`src/rtl/cnn_pkg.sv`:
```
// Shared state encoding and default widths for the CNN stage sequencer.
package cnn_pkg;

    localparam int CNN_NUM_STAGES = 5;
    localparam int CNN_ADDR_W     = 17;
    localparam int CNN_DATA_W     = 1;
    localparam int CNN_TIMEOUT_W  = 20;

    typedef enum logic [2:0] {
        S_IDLE,
        S_LAUNCH,
        S_RUN,
        S_ADVANCE,
        S_DONE,
        S_ERROR
    } seq_state_e;

endpackage

```
`src/rtl/stage_watchdog.sv`:
```
// Per-stage watchdog: loadable up-counter with clear, enable and a
// saturate flag that stays up once the counter reaches all-ones.
module stage_watchdog
    import cnn_pkg::*;
#(
    parameter int TIMEOUT_W = CNN_TIMEOUT_W
) (
    input  logic                 clk_i,
    input  logic                 rst_i,
    input  logic                 clr_i,
    input  logic                 en_i,
    input  logic                 load_i,
    input  logic [TIMEOUT_W-1:0] load_val_i,
    output logic                 sat_o
);

    logic [TIMEOUT_W-1:0] cnt_q;
    logic [TIMEOUT_W-1:0] cnt_d;

    assign sat_o = &cnt_q;

    always_comb begin
        cnt_d = cnt_q;
        if (clr_i) begin
            cnt_d = '0;
        end else if (load_i) begin
            cnt_d = load_val_i;
        end else if (en_i && !sat_o) begin
            cnt_d = cnt_q + TIMEOUT_W'(1);
        end
    end

    always_ff @(posedge clk_i) begin
        if (rst_i) begin
            cnt_q <= '0;
        end else begin
            cnt_q <= cnt_d;
        end
    end

endmodule

```
`src/rtl/cnn_stage_sequencer.sv`:
```
// Sequences the CNN pipeline stages with start/done handshakes, a
// per-stage watchdog and a registered display read path.
module cnn_stage_sequencer
    import cnn_pkg::*;
#(
    parameter int NUM_STAGES = CNN_NUM_STAGES,
    parameter int ADDR_W     = CNN_ADDR_W,
    parameter int DATA_W     = CNN_DATA_W,
    parameter int TIMEOUT_W  = CNN_TIMEOUT_W
) (
    input  logic                  clk,
    input  logic                  rst,
    input  logic                  go,
    input  logic                  repeat_en,
    output logic [NUM_STAGES-1:0] stage_start,
    input  logic [NUM_STAGES-1:0] stage_done,
    output logic [NUM_STAGES-1:0] stage_active,
    output logic                  done,
    output logic                  pass_done,
    output logic                  timeout,
    input  logic                  ena_display,
    input  logic                  read_display,
    input  logic [ADDR_W-1:0]     addr_display,
    output logic                  mem_en,
    output logic [ADDR_W-1:0]     mem_addr,
    input  logic [DATA_W-1:0]     mem_dout,
    output logic [DATA_W-1:0]     dout_display,
    output logic                  display_valid
);

    localparam int IDX_W =
        (NUM_STAGES > 1) ? $clog2(NUM_STAGES) : 1;
    localparam logic [IDX_W-1:0] LAST_IDX =
        IDX_W'(NUM_STAGES - 1);

    seq_state_e       state_q;
    seq_state_e       state_d;
    logic [IDX_W-1:0] idx_q;
    logic [IDX_W-1:0] idx_d;
    logic             go_arm_q;
    logic             go_edge;
    logic             wd_clr;
    logic             wd_en;
    logic             wd_sat;
    logic             rd_q;
    logic             valid_q;
    logic [DATA_W-1:0] dout_q;

    // Armed only after go has been seen low, so a go held
    // high through reset cannot start a run.
    assign go_edge = go & go_arm_q;

    stage_watchdog #(
        .TIMEOUT_W (TIMEOUT_W)
    ) u_watchdog (
        .clk_i      (clk),
        .rst_i      (rst),
        .clr_i      (wd_clr),
        .en_i       (wd_en),
        .load_i     (1'b0),
        .load_val_i ('0),
        .sat_o      (wd_sat)
    );

    always_comb begin
        state_d      = state_q;
        idx_d        = idx_q;
        wd_clr       = 1'b0;
        wd_en        = 1'b0;
        stage_start  = '0;
        stage_active = '0;
        pass_done    = 1'b0;
        unique case (state_q)
            S_IDLE, S_DONE: begin
                if (go_edge) begin
                    state_d = S_LAUNCH;
                    idx_d   = '0;
                end
            end
            S_LAUNCH: begin
                stage_start[idx_q] = 1'b1;
                wd_clr             = 1'b1;
                state_d            = S_RUN;
            end
            S_RUN: begin
                stage_active[idx_q] = 1'b1;
                wd_en               = 1'b1;
                // A completing stage beats a same-cycle timeout.
                if (stage_done[idx_q]) begin
                    state_d = S_ADVANCE;
                end else if (wd_sat) begin
                    state_d = S_ERROR;
                end
            end
            S_ADVANCE: begin
                if (idx_q != LAST_IDX) begin
                    idx_d   = idx_q + IDX_W'(1);
                    state_d = S_LAUNCH;
                end else begin
                    pass_done = 1'b1;
                    if (repeat_en) begin
                        idx_d   = '0;
                        state_d = S_LAUNCH;
                    end else begin
                        state_d = S_DONE;
                    end
                end
            end
            S_ERROR: begin
                state_d = S_ERROR;
            end
            default: begin
                state_d = S_IDLE;
                idx_d   = '0;
            end
        endcase
    end

    assign done    = (state_q == S_DONE);
    assign timeout = (state_q == S_ERROR);

    always_ff @(posedge clk) begin
        if (rst) begin
            state_q  <= S_IDLE;
            idx_q    <= '0;
            go_arm_q <= 1'b0;
        end else begin
            state_q  <= state_d;
            idx_q    <= idx_d;
            go_arm_q <= ~go;
        end
    end

    assign mem_en = ena_display & read_display
                  & (state_q == S_DONE);
    assign mem_addr = addr_display;

    always_ff @(posedge clk) begin
        if (rst) begin
            rd_q    <= 1'b0;
            valid_q <= 1'b0;
            dout_q  <= '0;
        end else begin
            rd_q    <= mem_en;
            valid_q <= rd_q;
            if (rd_q) begin
                dout_q <= mem_dout;
            end
        end
    end

    assign dout_display  = dout_q;
    assign display_valid = valid_q;

endmodule
```
`config.mk`:
```
export PLATFORM = sky130hd
export DESIGN_NAME = cnn_stage_sequencer
export DESIGN_NICKNAME = d
export VERILOG_FILES = /design/src/rtl/cnn_pkg.sv /design/src/rtl/stage_watchdog.sv /design/src/rtl/cnn_stage_sequencer.sv
export SDC_FILE = /design/constraint.sdc
export NUM_CORES = 1
export LEC_CHECK = 0
export ABC_AREA = 1
export CELL_PAD_IN_SITES_DETAIL_PLACEMENT = 1
export CELL_PAD_IN_SITES_GLOBAL_PLACEMENT = 2
export CORE_ASPECT_RATIO = 1.25
export CORE_UTILIZATION = 25
export DETAILED_ROUTE_END_ITERATION = 10
export PLACE_DENSITY = 0.89
export SETUP_SLACK_MARGIN = 0.4
export SLEW_MARGIN = 5
export SYNTH_ARGS = -nofsm -noshare
export SYNTH_HDL_FRONTEND = slang
export SYNTH_SLANG_ARGS = --single-unit
```
`constraint.sdc`:
```
create_clock -name clk -period 2.6 [get_ports clk]
set_input_delay 0.65 -clock clk [delete_from_list [all_inputs] [get_ports clk]]
set_output_delay 0.65 -clock clk [all_outputs]
set_load 0.02 [all_outputs]
```
==> impl_results.html <==
<table>
<tr><th>Metric</th><th>Value</th></tr>
<tr><th colspan="2">Die</th></tr>
<tr><td>Core area</td><td>7360 sq um</td></tr>
<tr><td>Initial standard-cell utilization of the core</td><td>0.256</td></tr>
<tr><td>IO Count</td><td>62</td></tr>
<tr><td>Number of placement rows</td><td>35</td></tr>
<tr><td>Full die area</td><td>7900 sq um</td></tr>
<tr><td>Die Ht</td><td>99.1 microns</td></tr>
<tr><td>Overall die width</td><td>79.7 microns</td></tr>
<tr><th colspan="2">Detailed routing</th></tr>
<tr><td>Length of the first detailed-routing pass in iterations</td><td>4</td></tr>
<tr><td>Vias per inst</td><td>4.59</td></tr>
<tr><td>Starting DRC count in detailed routing</td><td>55</td></tr>
<tr><td>Wire length per cell after detailed routing</td><td>12.2 microns</td></tr>
<tr><td>Final Routed Wirelength</td><td>4820 microns</td></tr>
<tr><td>Final antenna-violating net count</td><td>0</td></tr>
<tr><td>Total via count in the routed design</td><td>1814</td></tr>
<tr><td>Drc violations</td><td>0</td></tr>
<tr><th colspan="2">Yosys</th></tr>
<tr><td>Most instantiated flip-flop cell in the synthesis netlist</td><td>sky130_fd_sc_hd__dfxtp_1</td></tr>
<tr><td>Proportion of register bits with asynchronous set or reset after synthesis</td><td>0</td></tr>
<tr><td>Synthesized cell area</td><td>1890 sq um</td></tr>
<tr><td>Number of cells produced by synthesis</td><td>288</td></tr>
<tr><td>Flip-flop and latch count after synthesis</td><td>30</td></tr>
<tr><td>Nets in the synthesized netlist</td><td>320</td></tr>
<tr><td>Library cell occupying the most area in the post-synthesis netlist</td><td>sky130_fd_sc_hd__dfxtp_1</td></tr>
<tr><td>Cell with the most instances after synthesis</td><td>sky130_fd_sc_hd__nand2_1</td></tr>
<tr><td>Average cell area after synthesis</td><td>6.55 sq um</td></tr>
<tr><td>Synth Warn #</td><td>0</td></tr>
<tr><td>Top cells by area, synth</td><td>sky130_fd_sc_hd__dfxtp_1 32%, sky130_fd_sc_hd__nand2_1 14%, sky130_fd_sc_hd__nor2_1 11%</td></tr>
<tr><td>Number of flops mapped to enable cells by yosys</td><td>0</td></tr>
<tr><td>Most numerous cell types in the synthesized netlist</td><td>69 x sky130_fd_sc_hd__nand2_1, 53 x sky130_fd_sc_hd__nor2_1, 30 x sky130_fd_sc_hd__dfxtp_1</td></tr>
<tr><td>Portion of synthesized cell area occupied by the leading cell type</td><td>0.318</td></tr>
<tr><td>Synth cell types</td><td>31</td></tr>
<tr><td>Register area share after synthesis</td><td>0.318</td></tr>
<tr><th colspan="2">Placement</th></tr>
<tr><td>Placed instance count</td><td>388</td></tr>
<tr><td>Routability Congestion</td><td>0.711</td></tr>
<tr><td>Area after detailed placement</td><td>2120 sq um</td></tr>
<tr><td>Post-Place Worst Slack</td><td>-0.0184 ns</td></tr>
<tr><td>Post-detailed-placement half-perimeter wirelength</td><td>3620 microns</td></tr>
<tr><td>Count of buffers inserted at the top-level ports</td><td>27</td></tr>
<tr><th colspan="2">Clock tree</th></tr>
<tr><td>Post-cts sizing count</td><td>20</td></tr>
<tr><td>Maximum root-to-sink buffer count</td><td>2</td></tr>
<tr><td>Clock Pin Slew Worst Setup and Hold Paths</td><td>0.07 ns</td></tr>
<tr><td>Hold-fix buffers, CTS</td><td>0</td></tr>
<tr><td>Number of H-tree levels</td><td>2</td></tr>
<tr><td>Post-CTS setup repair buffer count</td><td>0</td></tr>
<tr><td>CTS tree</td><td>done</td></tr>
<tr><td>Clock Tree Root</td><td>sky130_fd_sc_hd__clkbuf_8</td></tr>
<tr><td>Clock insertion delay at the later pin of the skew report</td><td>0.29 ns</td></tr>
<tr><td>Count of clock tree sinks</td><td>30</td></tr>
<tr><td>CTS buffer count</td><td>5</td></tr>
<tr><th colspan="2">Power</th></tr>
<tr><td>Psw</td><td>481 uW</td></tr>
<tr><td>Lkg Pwr</td><td>0.000829 uW</td></tr>
<tr><td>Part of the total power dissipated in combinational logic</td><td>0.273</td></tr>
<tr><td>Sw frac</td><td>0.344</td></tr>
<tr><td>Worst VDD drop</td><td>0.000246 V</td></tr>
<tr><td>Internal cell power</td><td>917 uW</td></tr>
<tr><td>Power per Cell Area</td><td>633 nW/um^2</td></tr>
<tr><td>Sequential cell fraction of total power</td><td>0.375</td></tr>
<tr><td>Post-layout total power</td><td>1400 uW</td></tr>
<tr><td>Relative contribution of the clock network to total power</td><td>0.352</td></tr>
<tr><th colspan="2">Layout</th></tr>
<tr><td>Fraction of final layout cells with drive strength greater than 1</td><td>0.102</td></tr>
<tr><td>Total non-filler cell area in the finished layout</td><td>2210 sq um</td></tr>
<tr><td>Post-route insts no fill</td><td>395</td></tr>
<tr><td>Area added between synthesis and finish</td><td>17.0%</td></tr>
<tr><td>Number of nets in the layout</td><td>335</td></tr>
<tr><td>Antenna diode count</td><td>0</td></tr>
<tr><th colspan="2">Setup path</th></tr>
<tr><td>Arr. time, crit path</td><td>1.51 ns</td></tr>
<tr><td>Endpoint required time on the critical path</td><td>1.95 ns</td></tr>
<tr><td>Startpoint-to-endpoint class of the critical path</td><td>in2out</td></tr>
<tr><td>Stage delay of the slowest cell on the critical path</td><td>0.46 ns</td></tr>
<tr><td>Highest net fanout along the worst path</td><td>2</td></tr>
<tr><td>CP Buf/Inv Count</td><td>3</td></tr>
<tr><td>Crit. End Element</td><td>output pin</td></tr>
<tr><td>Ordered cell list for the critical path</td><td>clkdlybuf4s50_1, inv_1, nor3_2, buf_4</td></tr>
<tr><td>Critical Path Slowest Stage Cell</td><td>sky130_fd_sc_hd__clkdlybuf4s50_1</td></tr>
<tr><td>CP delay by family, top</td><td>buffers and inverters</td></tr>
<tr><td>Startpoint types</td><td>input port</td></tr>
<tr><th colspan="2">STA</th></tr>
<tr><td>Worst setup margin</td><td>0.436 ns</td></tr>
<tr><td>Setup repair after global routing missed its margin</td><td>yes</td></tr>
<tr><td>Worst slew margin relative to its limit</td><td>0.756</td></tr>
<tr><td>Actual slew at the worst max-slew pin</td><td>0.365 ns</td></tr>
<tr><td>Clk_skew</td><td>0.0117 ns</td></tr>
<tr><td>F_max</td><td>0.462 GHz</td></tr>
<tr><td>Slew Limit Fails</td><td>0</td></tr>
<tr><td># setup viols final</td><td>0</td></tr>
<tr><td>Accumulated negative setup slack</td><td>0 ns</td></tr>
<tr><td>Part of the cycle the worst path needs</td><td>0.832</td></tr>
<tr><td>Shortest clock period the worst path allows after layout</td><td>2.16 ns</td></tr>
<tr><td>Hold Fails Final Rpt</td><td>0</td></tr>
<tr><th colspan="2">GRT</th></tr>
<tr><td>First-pass GRT wire length</td><td>8630 microns</td></tr>
<tr><td>Via count of the first global-routing pass</td><td>1905</td></tr>
<tr><td>Initial antenna violation count</td><td>0</td></tr>
<tr><td>Overflow left after global routing</td><td>0</td></tr>
<tr><td>Pin count of the biggest net entering global routing</td><td>19</td></tr>
<tr><td>Overall track demand over capacity in global routing</td><td>0.137</td></tr>
<tr><th colspan="2">Run</th></tr>
<tr><td>Max Cap Violations</td><td>0</td></tr>
<tr><th colspan="2">Status</th></tr>
<tr><td>Run status</td><td>finished clean</td></tr>
<tr><th colspan="2">Hold path</th></tr>
<tr><td>Min-Delay Path Class</td><td>reg2reg</td></tr>
</table>
power by group through the flow:
stage	Clock [uW]	Sequential [uW]	Combinational [uW]
2_1_floorplan	0	526	317
3_3_place_gp	0	532	387
3_5_place_dp	0	533	396
4_1_cts	510	525	386
5_1_grt	532	529	434
6_report	492	524	381
through the flow:
stage | utilization | hold slack, ns
after detailed placement | 0.289 | 0.462
after global routing | 0.300 | 0.501
after global placement | 0.289 | 0.437
after CTS | 0.302 | 0.473
final | 0.300 | 0.461
after floorplan | - | 0.422
final cells by class:
| cell class | instances | area (sq um) |
|---|---|---|
| fill | 955 | 5150 |
| multi-input combinational | 211 | 1040 |
| sequential | 30 | 601 |
| timing repair buffer | 29 | 244 |
| tap | 92 | 115 |
| inverter | 26 | 100 |
| clock buffer | 6 | 82.6 |
| clock inverter | 1 | 30.0 |
placed cells by master, fill, tap and decap left out, drive strengths merged:
cell type,instances
nand2,75
nor2,55
dfxtp,30
inv,26
nand3,20
a21oi,18
clkdlybuf4s50,13
clkbuf,12
o21ai,10
dlygate4sd2,7
nand4,6
xor2,5
nor3,5
nor3b,3
nand3b,3
xnor2,3
ha,3
buf,3
a31oi,1
a211oi,1
o21bai,1
a32oi,1
nor4,1
bufinv,1
cells by family after synthesis:
kind of cell | Yosys count | synth area share
AOI/OAI and AO/OA | 32 | 0.0902
xor gates and xnor gates | 8 | 0.0371
adders and majority gates | 3 | 0.0199
buffers and inverters | 47 | 0.139
DFF | 30 | 0.318
and+or+nand+nor | 168 | 0.395
tightest hold or removal path, stage by stage, from the launching register on:
cell and delay, ns:
sky130_fd_sc_hd__dfxtp_1 0.31, sky130_fd_sc_hd__inv_1 0.05, sky130_fd_sc_hd__a21oi_1 0.05
metal layers:
metal	global-route usage	part of all wire	vias up	wire length [microns]
met2	0.239	0.50	29	2430
met1	0.165	0.45	845	2160
met3	0.0284	0.034	6	163
li1	-	-	934	-
met4	0.0462	0.015	0	71
met5	0	0	-	0
sequential cells by signal, summed over array words and instances (netlist names):
register,count
u_watchdog.cnt_q,20
rd_q,1
state_q,3
dout_display,1
idx_q,3
display_valid,1
go_arm_q,1
final timing paths:
kind,startpoint,end,slack (ns),cells after the start
worst max-delay path,read_display,mem_en,0.44,4
worst min-delay path,u_watchdog.cnt_q[19],u_watchdog.cnt_q[19],0.46,2
worst max register to register,u_watchdog.cnt_q[0],u_watchdog.cnt_q[12],0.75,9
worst min register to register,u_watchdog.cnt_q[19],u_watchdog.cnt_q[19],0.46,2
(Power assumes the default switching activity.)
